[config.mk]
export PLATFORM = sky130hd
export DESIGN_NAME = pro_ctrl
export DESIGN_NICKNAME = d
export VERILOG_FILES = /design/src/rtl/pro_ctrl.sv
export SDC_FILE = /design/constraint.sdc
export NUM_CORES = 1
export LEC_CHECK = 0
export ABC_AREA = 1
export CORE_UTILIZATION = 46
export CTS_CLUSTER_DIAMETER = 200
export CTS_CLUSTER_SIZE = 12
export DETAILED_ROUTE_END_ITERATION = 7
export PLACE_DENSITY = 0.85
export SLEW_MARGIN = 20
export SYNTH_ARGS = -nofsm -noshare
export SYNTH_HDL_FRONTEND = slang
export SYNTH_SLANG_ARGS = --single-unit
[constraint.sdc]
create_clock -name clk -period 2.59 [get_ports clk]
set_input_delay 0.777 -clock clk [delete_from_list [all_inputs] [get_ports clk]]
set_output_delay 0.777 -clock clk [all_outputs]
set_load 0.005 [all_outputs]
[src/rtl/pro_ctrl.sv]
// Multi-cycle control unit for the 8-LED demo processor: fetch, decode, and strobe sequencing.
// Define PRO_CTRL_JUMP_EN to build JMP/JZ and the zero flag; without it opcodes 9/A retire as NOP.
module pro_ctrl #(
  parameter int PC_W = 8
) (
  input  logic            clk,
  input  logic            rst,
  output logic [PC_W-1:0] instr_addr,
  output logic            instr_req,
  input  logic            instr_ack,
  input  logic [15:0]     instr_rdata,
  output logic [3:0]      rf_raddr_a,
  output logic [3:0]      rf_raddr_b,
  output logic [3:0]      rf_waddr,
  output logic            rf_we,
  output logic [1:0]      rf_wsel,
  output logic [7:0]      imm,
  output logic [1:0]      alu_op,
  input  logic            alu_zero,
  output logic [PC_W-1:0] dmem_addr,
  output logic            dmem_re,
  output logic            dmem_we,
  input  logic            dmem_ack,
  output logic            led_we,
  output logic            halted
);

  typedef enum logic [2:0] {
    FETCH  = 3'd0,
    DECODE = 3'd1,
    EXEC   = 3'd2,
    MEM    = 3'd3,
    HALT   = 3'd4
  } state_t;

  localparam logic [3:0] OP_LDI = 4'h1;
  localparam logic [3:0] OP_ADD = 4'h2;
  localparam logic [3:0] OP_SUB = 4'h3;
  localparam logic [3:0] OP_AND = 4'h4;
  localparam logic [3:0] OP_OR  = 4'h5;
  localparam logic [3:0] OP_LD  = 4'h6;
  localparam logic [3:0] OP_ST  = 4'h7;
  localparam logic [3:0] OP_OUT = 4'h8;
  localparam logic [3:0] OP_JMP = 4'h9;
  localparam logic [3:0] OP_JZ  = 4'hA;
  localparam logic [3:0] OP_HLT = 4'hF;

  state_t          state, state_next;
  logic [PC_W-1:0] pc, pc_next, pc_inc;
  logic [15:0]     ir;
  logic [3:0]      opcode;
  logic            is_alu;

  assign opcode = ir[15:12];
  assign is_alu = (opcode == OP_ADD) || (opcode == OP_SUB) ||
                  (opcode == OP_AND) || (opcode == OP_OR);
  assign pc_inc = pc + PC_W'(1);

  always_ff @(posedge clk or posedge rst) begin
    if (rst) begin
      state <= FETCH;
      pc    <= '0;
      ir    <= '0;
    end else begin
      state <= state_next;
      pc    <= pc_next;
      if (state == FETCH && instr_ack) ir <= instr_rdata;
    end
  end

`ifdef PRO_CTRL_JUMP_EN
  logic zero_flag, zero_next;

  always_ff @(posedge clk or posedge rst) begin
    if (rst) zero_flag <= 1'b0;
    else     zero_flag <= zero_next;
  end
`else
  logic unused_alu_zero;
  assign unused_alu_zero = alu_zero;
`endif

  always_comb begin
    state_next = state;
    pc_next    = pc;
    rf_we      = 1'b0;
    rf_wsel    = 2'b00;
    led_we     = 1'b0;
    dmem_re    = 1'b0;
    dmem_we    = 1'b0;
`ifdef PRO_CTRL_JUMP_EN
    zero_next  = zero_flag;
`endif
    case (state)
      FETCH: begin
        if (instr_ack) state_next = DECODE;
      end
      DECODE: begin
        if (opcode == OP_LD || opcode == OP_ST) state_next = MEM;
        else if (opcode == OP_HLT)              state_next = HALT;
        else                                    state_next = EXEC;
      end
      EXEC: begin
        state_next = FETCH;
        pc_next    = pc_inc;
        if (is_alu) begin
          rf_we = 1'b1;
`ifdef PRO_CTRL_JUMP_EN
          zero_next = alu_zero;
`endif
        end else if (opcode == OP_LDI) begin
          rf_we   = 1'b1;
          rf_wsel = 2'b01;
        end else if (opcode == OP_OUT) begin
          led_we = 1'b1;
        end
`ifdef PRO_CTRL_JUMP_EN
        if (opcode == OP_JMP || (opcode == OP_JZ && zero_flag))
          pc_next = PC_W'(ir[7:0]);
`endif
      end
      MEM: begin
        dmem_re = (opcode == OP_LD);
        dmem_we = (opcode == OP_ST);
        if (opcode == OP_LD) rf_wsel = 2'b10;
        // Load write-back rides the ack cycle itself: the only input-to-strobe path.
        if (dmem_ack) begin
          rf_we      = (opcode == OP_LD);
          pc_next    = pc_inc;
          state_next = FETCH;
        end
      end
      HALT: begin
        state_next = HALT;
      end
      default: begin
        state_next = FETCH;
      end
    endcase
  end

  // Request is masked by rst so it drops the instant reset is applied.
  assign instr_req  = (state == FETCH) && !rst;
  assign instr_addr = pc;
  assign rf_raddr_a = ir[11:8];
  assign rf_raddr_b = ir[7:4];
  assign rf_waddr   = ir[11:8];
  assign imm        = ir[7:0];
  assign alu_op     = 2'(opcode - 4'd2);
  assign dmem_addr  = PC_W'(ir[7:0]);
  assign halted     = (state == HALT);

endmodule

* Word level (Yosys, flattened, before mapping) *
Cells that the tools add are included.

storage, ports and cells
  flip-flop bits (word level) = 27
  bits in latches = 0
  RAM bits = 0
  bits in read-only memories = 0
  input port bits = 21
  memories kept = 0

cells by class
  add/sub/neg operators = 2
  $mul = 0
  div/mod/pow operators = 0
  magnitude comparators = 0
  equal/unequal tests = 15
  shift operators = 0
  muxes and demuxes = 21
  bitwise gates (word level) = 0
  reduce and logical (&&, ||, !) cells = 11

operators with widths
  kind                 number
  $eq 4x3->1 const B   4
  $pmux 8 s2           1
  $mux 3               4
  $pmux 3 s4           1
  $mux 1               11
  $add 8x1->8 const B  1
  $eq 4x2->1 const B   2
  $eq 4x4->1 const B   2
  $mux 8               1
  $eq 3x2->1 const B   2
  $eq 4x1->1 const B   1
  $logic_or 1x1->1     4
  $ne 2x2->1 const B   2
  $pmux 2 s2           1
  $reduce_and 2->1     2
  $eq 3x1->1 const B   1
  $eq 3x3->1 const B   1
  $logic_not 3->1      1
  $logic_and 1x1->1    2
  $mux 2               1
  $pmux 1 s2           1
  $reduce_bool 2->1    1
  $sub 2x2->2 const B  1
  $logic_not 1->1      1

* Logic depth before layout (Yosys ltp) *
Gate-level depths: netlist (run 1).

  depth after elaboration = 6
  gate-level depth with buffers = 7
  mapped depth without buffers = 7

* Worst setup path after synthesis (run 1) *
No wires, ideal clock.

  path type = input-to-output
  start point = input port dmem_ack
  end point = output port rf_we
  data arrival time = 1.094 ns
  data required time = 1.813 ns
  setup slack = 0.719 ns
  stages = 3
  cells stage by stage = nand3_2 or2_1 nand2_1

between the ends
  longest elaborated chain between the ends = 2

ends and longest elaborated chain
  element             line  text
  start: declaration  23    input logic dmem_ack,
  $mux 1              127   if (dmem_ack) begin
  $pmux 1 s2          94    case (state)
  end: declaration    15    output logic rf_we,

No other way between the ends.

* Worst setup path after layout (run 1) *
  start point = register state[0]
  end point = output port halted

between the ends
  longest elaborated chain between the ends = 1

ends and longest elaborated chain
  element                   line  text
  start: declaration        48    state_t state, state_next;
  start signal: assignment  65    state <= state_next;
  $eq 3x3->1                151   assign halted = (state == HALT);
  end: declaration          25    output logic halted

No other way between the ends.

==> results of run 1 <==
-- placed cells by master, fill, tap and decap left out, drive strengths merged --
cell	count
a21o	1
a21oi	6
buf	7
clkbuf	4
clkdlybuf4s50	60
dfrtp	27
dlygate4sd2	4
dlymetal6s2s	1
ha	1
inv	31
nand2	44
nand3	14
nand3b	1
nor2	18
nor3	5
nor4	2
o21ai	16
or2	1
xnor2	1
xor2	1
-- through the flow --
stage	hold WS [ps]	instance area, um2	instances
floorplan	476.4	1605	202
global route	582.9	2151	291
global placement	486.9	2078	282
detailed placement	497.4	2078	282
finish	526.4	2151	291
CTS	530.7	2133	290
-- metal layers --
metal  vias up  track usage (%)  routed length (um)
met5         -                0                   0
met4         0            4.870                  27
met3         4            3.571                 245
met2        48            30.59                1460
met1       566            23.66                1395
li1        680                -                   -
-- worst min-delay path, stage by stage, from the launching register on --
cell and delay (ps):
dfrtp_1 390, nand2_1 60, o21ai_0 60
-- cell families after synthesis --
family | count (synthesis) | share of synthesized area (%)
and+or+nand+nor | 85 | 24.94
DFF | 27 | 42.09
AOI/OAI and AO/OA | 23 | 8.262
buffers and inverters | 64 | 22.84
xor gates and xnor gates | 2 | 1.091
adders and majority gates | 1 | 0.7793
-- final cells by class --
cell class	count	area (um2)
sequential	27	679.4
timing repair buffer	72	700.7
tap	46	57.56
inverter	31	116.4
clock buffer	4	26.28
fill	301	1186
multi-input combinational	111	570.5
-- synthesized netlist by cell type --
| master | count | share of area (%) |
|---|---|---|
| nor2_4 | 1 | 0.70 |
| nor2_2 | 1 | 0.39 |
| o21ai_0 | 15 | 4.7 |
| nor2_8 | 1 | 1.2 |
| nor2_1 | 15 | 3.5 |
| xor2_1 | 1 | 0.55 |
| nand3_1 | 12 | 3.7 |
| nand3_4 | 1 | 1.1 |
| dfrtp_1 | 27 | 42 |
| buf_4 | 29 | 14 |
| buf_2 | 2 | 0.62 |
| o21ai_4 | 1 | 1.0 |
| a21oi_2 | 1 | 0.55 |
| ha_1 | 1 | 0.78 |
| or2_1 | 1 | 0.39 |
| nand3b_1 | 1 | 0.47 |
| nand2_1 | 43 | 10 |
| buf_6 | 2 | 1.4 |
| a21o_1 | 1 | 0.47 |
| inv_1 | 29 | 6.8 |
| nand2_2 | 1 | 0.39 |
| a21oi_1 | 5 | 1.6 |
| nor3_1 | 5 | 1.6 |
| nand3_2 | 1 | 0.62 |
| nor4_1 | 2 | 0.78 |
| xnor2_1 | 1 | 0.55 |
| inv_2 | 2 | 0.47 |
-- worst min-delay path by stage --
| stage | start | to | cells past startpoint |
|---|---|---|---|
| CTS | ir[8]$_DFFE_PP0P_ | ir[8]$_DFFE_PP0P_ | 2 |
| finish | ir[8]$_DFFE_PP0P_ | ir[8]$_DFFE_PP0P_ | 2 |
| floorplan | ir[0]$_DFFE_PP0P_ | ir[0]$_DFFE_PP0P_ | 2 |
| global placement | ir[0]$_DFFE_PP0P_ | ir[0]$_DFFE_PP0P_ | 2 |
| global route | ir[8]$_DFFE_PP0P_ | ir[8]$_DFFE_PP0P_ | 2 |
| detailed placement | ir[8]$_DFFE_PP0P_ | ir[8]$_DFFE_PP0P_ | 2 |
-- sequential cells by signal (all words and copies together), names as in the netlist --
| signal | flops |
|---|---|
| instr_addr | 8 |
| ir | 16 |
| state | 3 |
-- timing repair --
action | 4_1_cts | 5_1_grt
hold buffers | 0 | 0
endpoints found under the setup margin | 4 | 4
hold endpoints to repair | 0 | 0
buffers inserted | 4 | 1
gates resized for setup | 7 | 3
pin swaps | 0 | 2
-- power by group through the flow --
stage | Combinational, mW | Clock [mW] | Sequential [mW]
after detailed placement | 1.18 | 0 | 0.799
after global placement | 1.14 | 0 | 0.794
after global routing | 1.41 | 0.209 | 0.811
after CTS | 1.24 | 0.190 | 0.774
final | 1.25 | 0.186 | 0.774
after floorplan | 0.861 | 0 | 0.755
==> run_results.csv, run 1 <==
group,metric,value,unit
setup_path,worstPathArrival,1720,ps
setup_path,rr_worst_depth,6,
setup_path,crit-reg2reg-capture,"ir[3]$_DFFE_PP0P_",
place,dp_slack,-318.5,ps
grt,grt_pass1_wl,5.043,mm
floorplanning,io_pins,67,
setup_path,worstReg2RegStart,"state[1]$_DFFE_PP0P_",
sta,fin_skew,6.547,ps
floorplanning,die-area,3730,um2
floorplanning,die_h,61.08,um
layout,nets,268,
run_status,outcome,"finished clean",
setup_path,crit_fanout,4,
sta,period_share,96.48,%
setup_path,crit_type,"reg -> out",
setup_path,rrSetupSlack,1120,ps
grt,overflow,0,
layout,final_util,64.45,%
job,maxCapViolCount,0,
grt,gr-usage-all-layers,18.08,%
power,switching_share,38.14,%
cts,insertion_delay,320,ps
route,ant_nets,0,
setup_path,cpPeakStageDelay,550,ps
cts,cts.sinks,27,
cts,numCtsBuffers,3,
route,wl_per_cell,10.75,um
place,dp_hpwl,2.299,mm
sta,finalHoldViolCount,0,
route,first_pass_iters,4,
cts,clk_pin_slew_worst_paths,150,ps
sta,rsz0062_at_grt,"no",
synth,ys_seq_area_share,42.09,%
sta,tns,0,ps
sta,min_period,2499,ps
route,vias,1298,
synth,synth_area_per_cell,7.947,um2
sta,setup_viol,0,
synth,synth_warnings,0,
setup_path,crit_path_start_kind,"flop",
synth,synth-seq-cells,27,
floorplanning,core_area,3337,um2
setup_path,crit_path_end_kind,"output port",
place,gp_congestion,0.8850,
power,comb_power_share,56.5,%
grt,grt_max_degree,33,
sta,finalMaxSlewViolations,0,
power,seqPwrFrac,35.1,%
synth,synthesis.area,1605,um2
setup_path,cpMaxStageDelayCell,"clkdlybuf4s50_1",
route,drcViolationCount,0,
sta,max_freq,0.4002,GHz
power,p_switching,0.8418,mW
sta,worst_slew_pin_slew,346.4,ps
setup_path,cp.depth,3,
power,power_leakage,1.033,nW
floorplanning,dieWidth,61.08,um
layout,area_delta_synth_final,33.98,%
setup_path,startpoint,"state[0]$_DFFE_PP0P_",
route,viasPerCell,4.460,
cts,cts_tree,"built",
cts,htree_levels,1,
setup_path,path_cells,"buf_4 > nor3_1 > clkdlybuf4s50_1",
setup_path,crit_end,"halted",
power,internal_power,1.365,mW
power,total_power,2.207,mW
sta,layout_setup_ws,91.22,ps
grt,antenna_found_initial,0,
floorplanning,num_rows,21,
layout,antenna_cells,0,
synth,synthDistinctLibCells,27,
floorplanning,initial_utilization,48.11,%
route,drt_iter0_markers,61,
cts,cts_root_buf,"clkbuf_4",
setup_path,cp.required,1810,ps
cts,cts_buffer_depth,2,
power,pwr-share-clk,8.4,%
min_path,hp-class,"reg -> reg",
power,power_density,1026,nW/um2
layout,drive_above_1_share,10.20,%
synth,postSynthNetCount,224,
power,ir_worst_vdd,0.5093,mV
grt,grt_pass1_vias,1150,
route,drt-total-wl,3.128,mm
synth,syn_inst,202,
setup_path,cp_top_family,"buffers and inverters",
sta,relSlewSlack,76.91,%
setup_path,crit_buf_inv,2,
place,numPortBuffers,65,
Power figures use the tool's default switching activity.
==> inputs of run 2 (changes only) <==
--- a/config.mk
+++ b/config.mk
@@ -10,7 +10,7 @@
 export CTS_CLUSTER_DIAMETER = 200
 export CTS_CLUSTER_SIZE = 12
 export DETAILED_ROUTE_END_ITERATION = 7
-export PLACE_DENSITY = 0.85
+export PLACE_DENSITY = 0.94
 export SLEW_MARGIN = 20
 export SYNTH_ARGS = -nofsm -noshare
 export SYNTH_HDL_FRONTEND = slang
==> run_results.csv, run 2 (synthesis gave the netlist of run 1 again) <==
group,metric,value,unit
layout,n_fill_cell,290,
power,power_density,1026,nW/um2
sta,finalMaxSlewViolations,0,
run_status,outcome,"finished clean",
grt,gr-usage-all-layers,17.62,%
setup_path,crit_path_start_kind,"flop",
layout,max_flop_register,"ir",
power,ir_worst_vdd,0.4388,mV
sta,worst_slew_pin_slew,337.4,ps
floorplanning,die-area,3730,um2
setup_path,worstPathArrival,1710,ps
grt,grt_pass1_wl,4.947,mm
floorplanning,initial_utilization,48.11,%
layout,final_cell_mix,"clkdlybuf4s50_1, nand2_1, inv_1",
setup_path,crit_type,"reg -> out",
route,drt_iter0_markers,46,
layout,antenna_cells,0,
sta,tns,0,ps
cts,numCtsBuffers,3,
grt,grt_max_degree,33,
floorplanning,core_area,3337,um2
route,wl_per_cell,11.33,um
grt,overflow,0,
place,numPortBuffers,65,
setup_path,crit_path_end_kind,"output port",
layout,layout_commonest_cell,"clkdlybuf4s50_1",
route,vias,1323,
sta,relSlewSlack,77.51,%
setup_path,cp.required,1810,ps
cts,cts_tree,"built",
layout,area_delta_synth_final,33.13,%
setup_path,cpPeakStageDelay,500,ps
cts,cts_buffer_depth,2,
cts,cts_root_buf,"clkbuf_4",
sta,finalHoldViolCount,0,
setup_path,crit-reg2reg-capture,"ir[5]$_DFFE_PP0P_",
setup_path,crit_buf_inv,2,
layout,nets,266,
place,dp_hpwl,2.493,mm
cts,clk_pin_slew_worst_paths,140,ps
route,drt-total-wl,3.274,mm
setup_path,rrSetupSlack,1220,ps
sta,fin_skew,3.920,ps
sta,rsz0062_at_grt,"no",
power,power_leakage,1.026,nW
route,viasPerCell,4.578,
setup_path,cp_top_family,"buffers and inverters",
floorplanning,io_pins,67,
floorplanning,num_rows,21,
grt,grt_pass1_vias,1149,
place,gp_congestion,0.8013,
sta,setup_viol,0,
cts,cts.sinks,27,
setup_path,cpMaxStageDelayCell,"clkdlybuf4s50_1",
route,first_pass_iters,4,
sta,min_period,2485,ps
setup_path,rr_worst_depth,4,
floorplanning,dieWidth,61.08,um
grt,antenna_found_initial,0,
layout,drive_above_1_share,9.877,%
min_path,min_path_cells,2,
floorplanning,die_h,61.08,um
setup_path,crit_fanout,3,
sta,max_freq,0.4023,GHz
setup_path,worstReg2RegStart,"state[0]$_DFFE_PP0P_",
cts,insertion_delay,310,ps
setup_path,path_cells,"buf_4 > nor2_4 > nand2_1 > nor2_1 > clkdlybuf4s50_1",
cts,htree_levels,1,
place,postPlaceCellArea,2078,um2
route,ant_nets,0,
layout,largest_reg_flops,16,
job,maxCapViolCount,0,
min_path,hold_start,"ir[1]$_DFFE_PP0P_",
sta,period_share,95.96,%
min_path,hp-class,"reg -> reg",
layout,finalInstanceArea,2137,um2
route,drcViolationCount,0,
min_path,hold_end,"ir[1]$_DFFE_PP0P_",
-- run 2: metal layers --
metal | track usage, % | part of all wire (%) | vias up
met4 | 4.870 | 0.43 | 0
met5 | 0 | 0 | -
met1 | 20.96 | 43 | 591
met2 | 31.21 | 47 | 47
li1 | - | - | 683
met3 | 4.832 | 9.1 | 2
-- run 2: tightest hold or removal path, cell delays in order, from the launching register on --
cell	delay [ps]
dfrtp_1	390
nand2_1	50
o21ai_0	60
-- run 2: what timing repair did --
item | in CTS | in global routing
endpoints found under the hold margin | 0 | 0
endpoints found under the setup margin | 5 | 4
buffers inserted | 3 | 0
gates resized for setup | 10 | 3
pin swaps | 0 | 0
hold buffers | 0 | 0
-- run 2: final cells by class --
cell class	count	area, um2	area share, %
Timing Repair Buffer	70	686.9	32.14
Multi-Input combinational cell	111	570.5	26.70
Inverter	31	116.4	5.445
Sequential cell	27	679.4	31.79
Clock buffer	4	26.28	1.230
Tap cell	46	57.56	2.693
-- run 2: how the worst max path moves through the flow --
stage	start	end	slack, ps	cells past startpoint
after global placement	dmem_ack	rf_we	-310	5
after floorplan	dmem_ack	rf_we	720	3
final	state[0]$_DFFE_PP0P_	instr_req	100	5
after detailed placement	dmem_ack	rf_we	-320	5
after global routing	ir[14]$_DFFE_PP0P_	dmem_re	6	5
after CTS	state[0]$_DFFE_PP0P_	halted	70	3
-- run 2: power by group --
part	internal [mW]	switching (mW)
clock network	0.0601	0.115
registers	0.605	0.177
logic	0.684	0.551
total	1.35	0.843
-- run 2: metrics by stage --
stage / setup WS [ps] / util [%] / cells / power, mW / hold slack, ps
finish: 104.5 / 64.04 / 289 / 2.192 / 527.8
global route: 6.282 / 64.04 / 289 / 2.392 / 544.8
CTS: 65.95 / 63.74 / 289 / 2.200 / 532.9
detailed placement: -317.6 / 62.28 / 282 / 1.985 / 499.1
global placement: -310.5 / 62.28 / 282 / 1.929 / 491.0
floorplan: 719.4 / - / 202 / 1.617 / 476.4
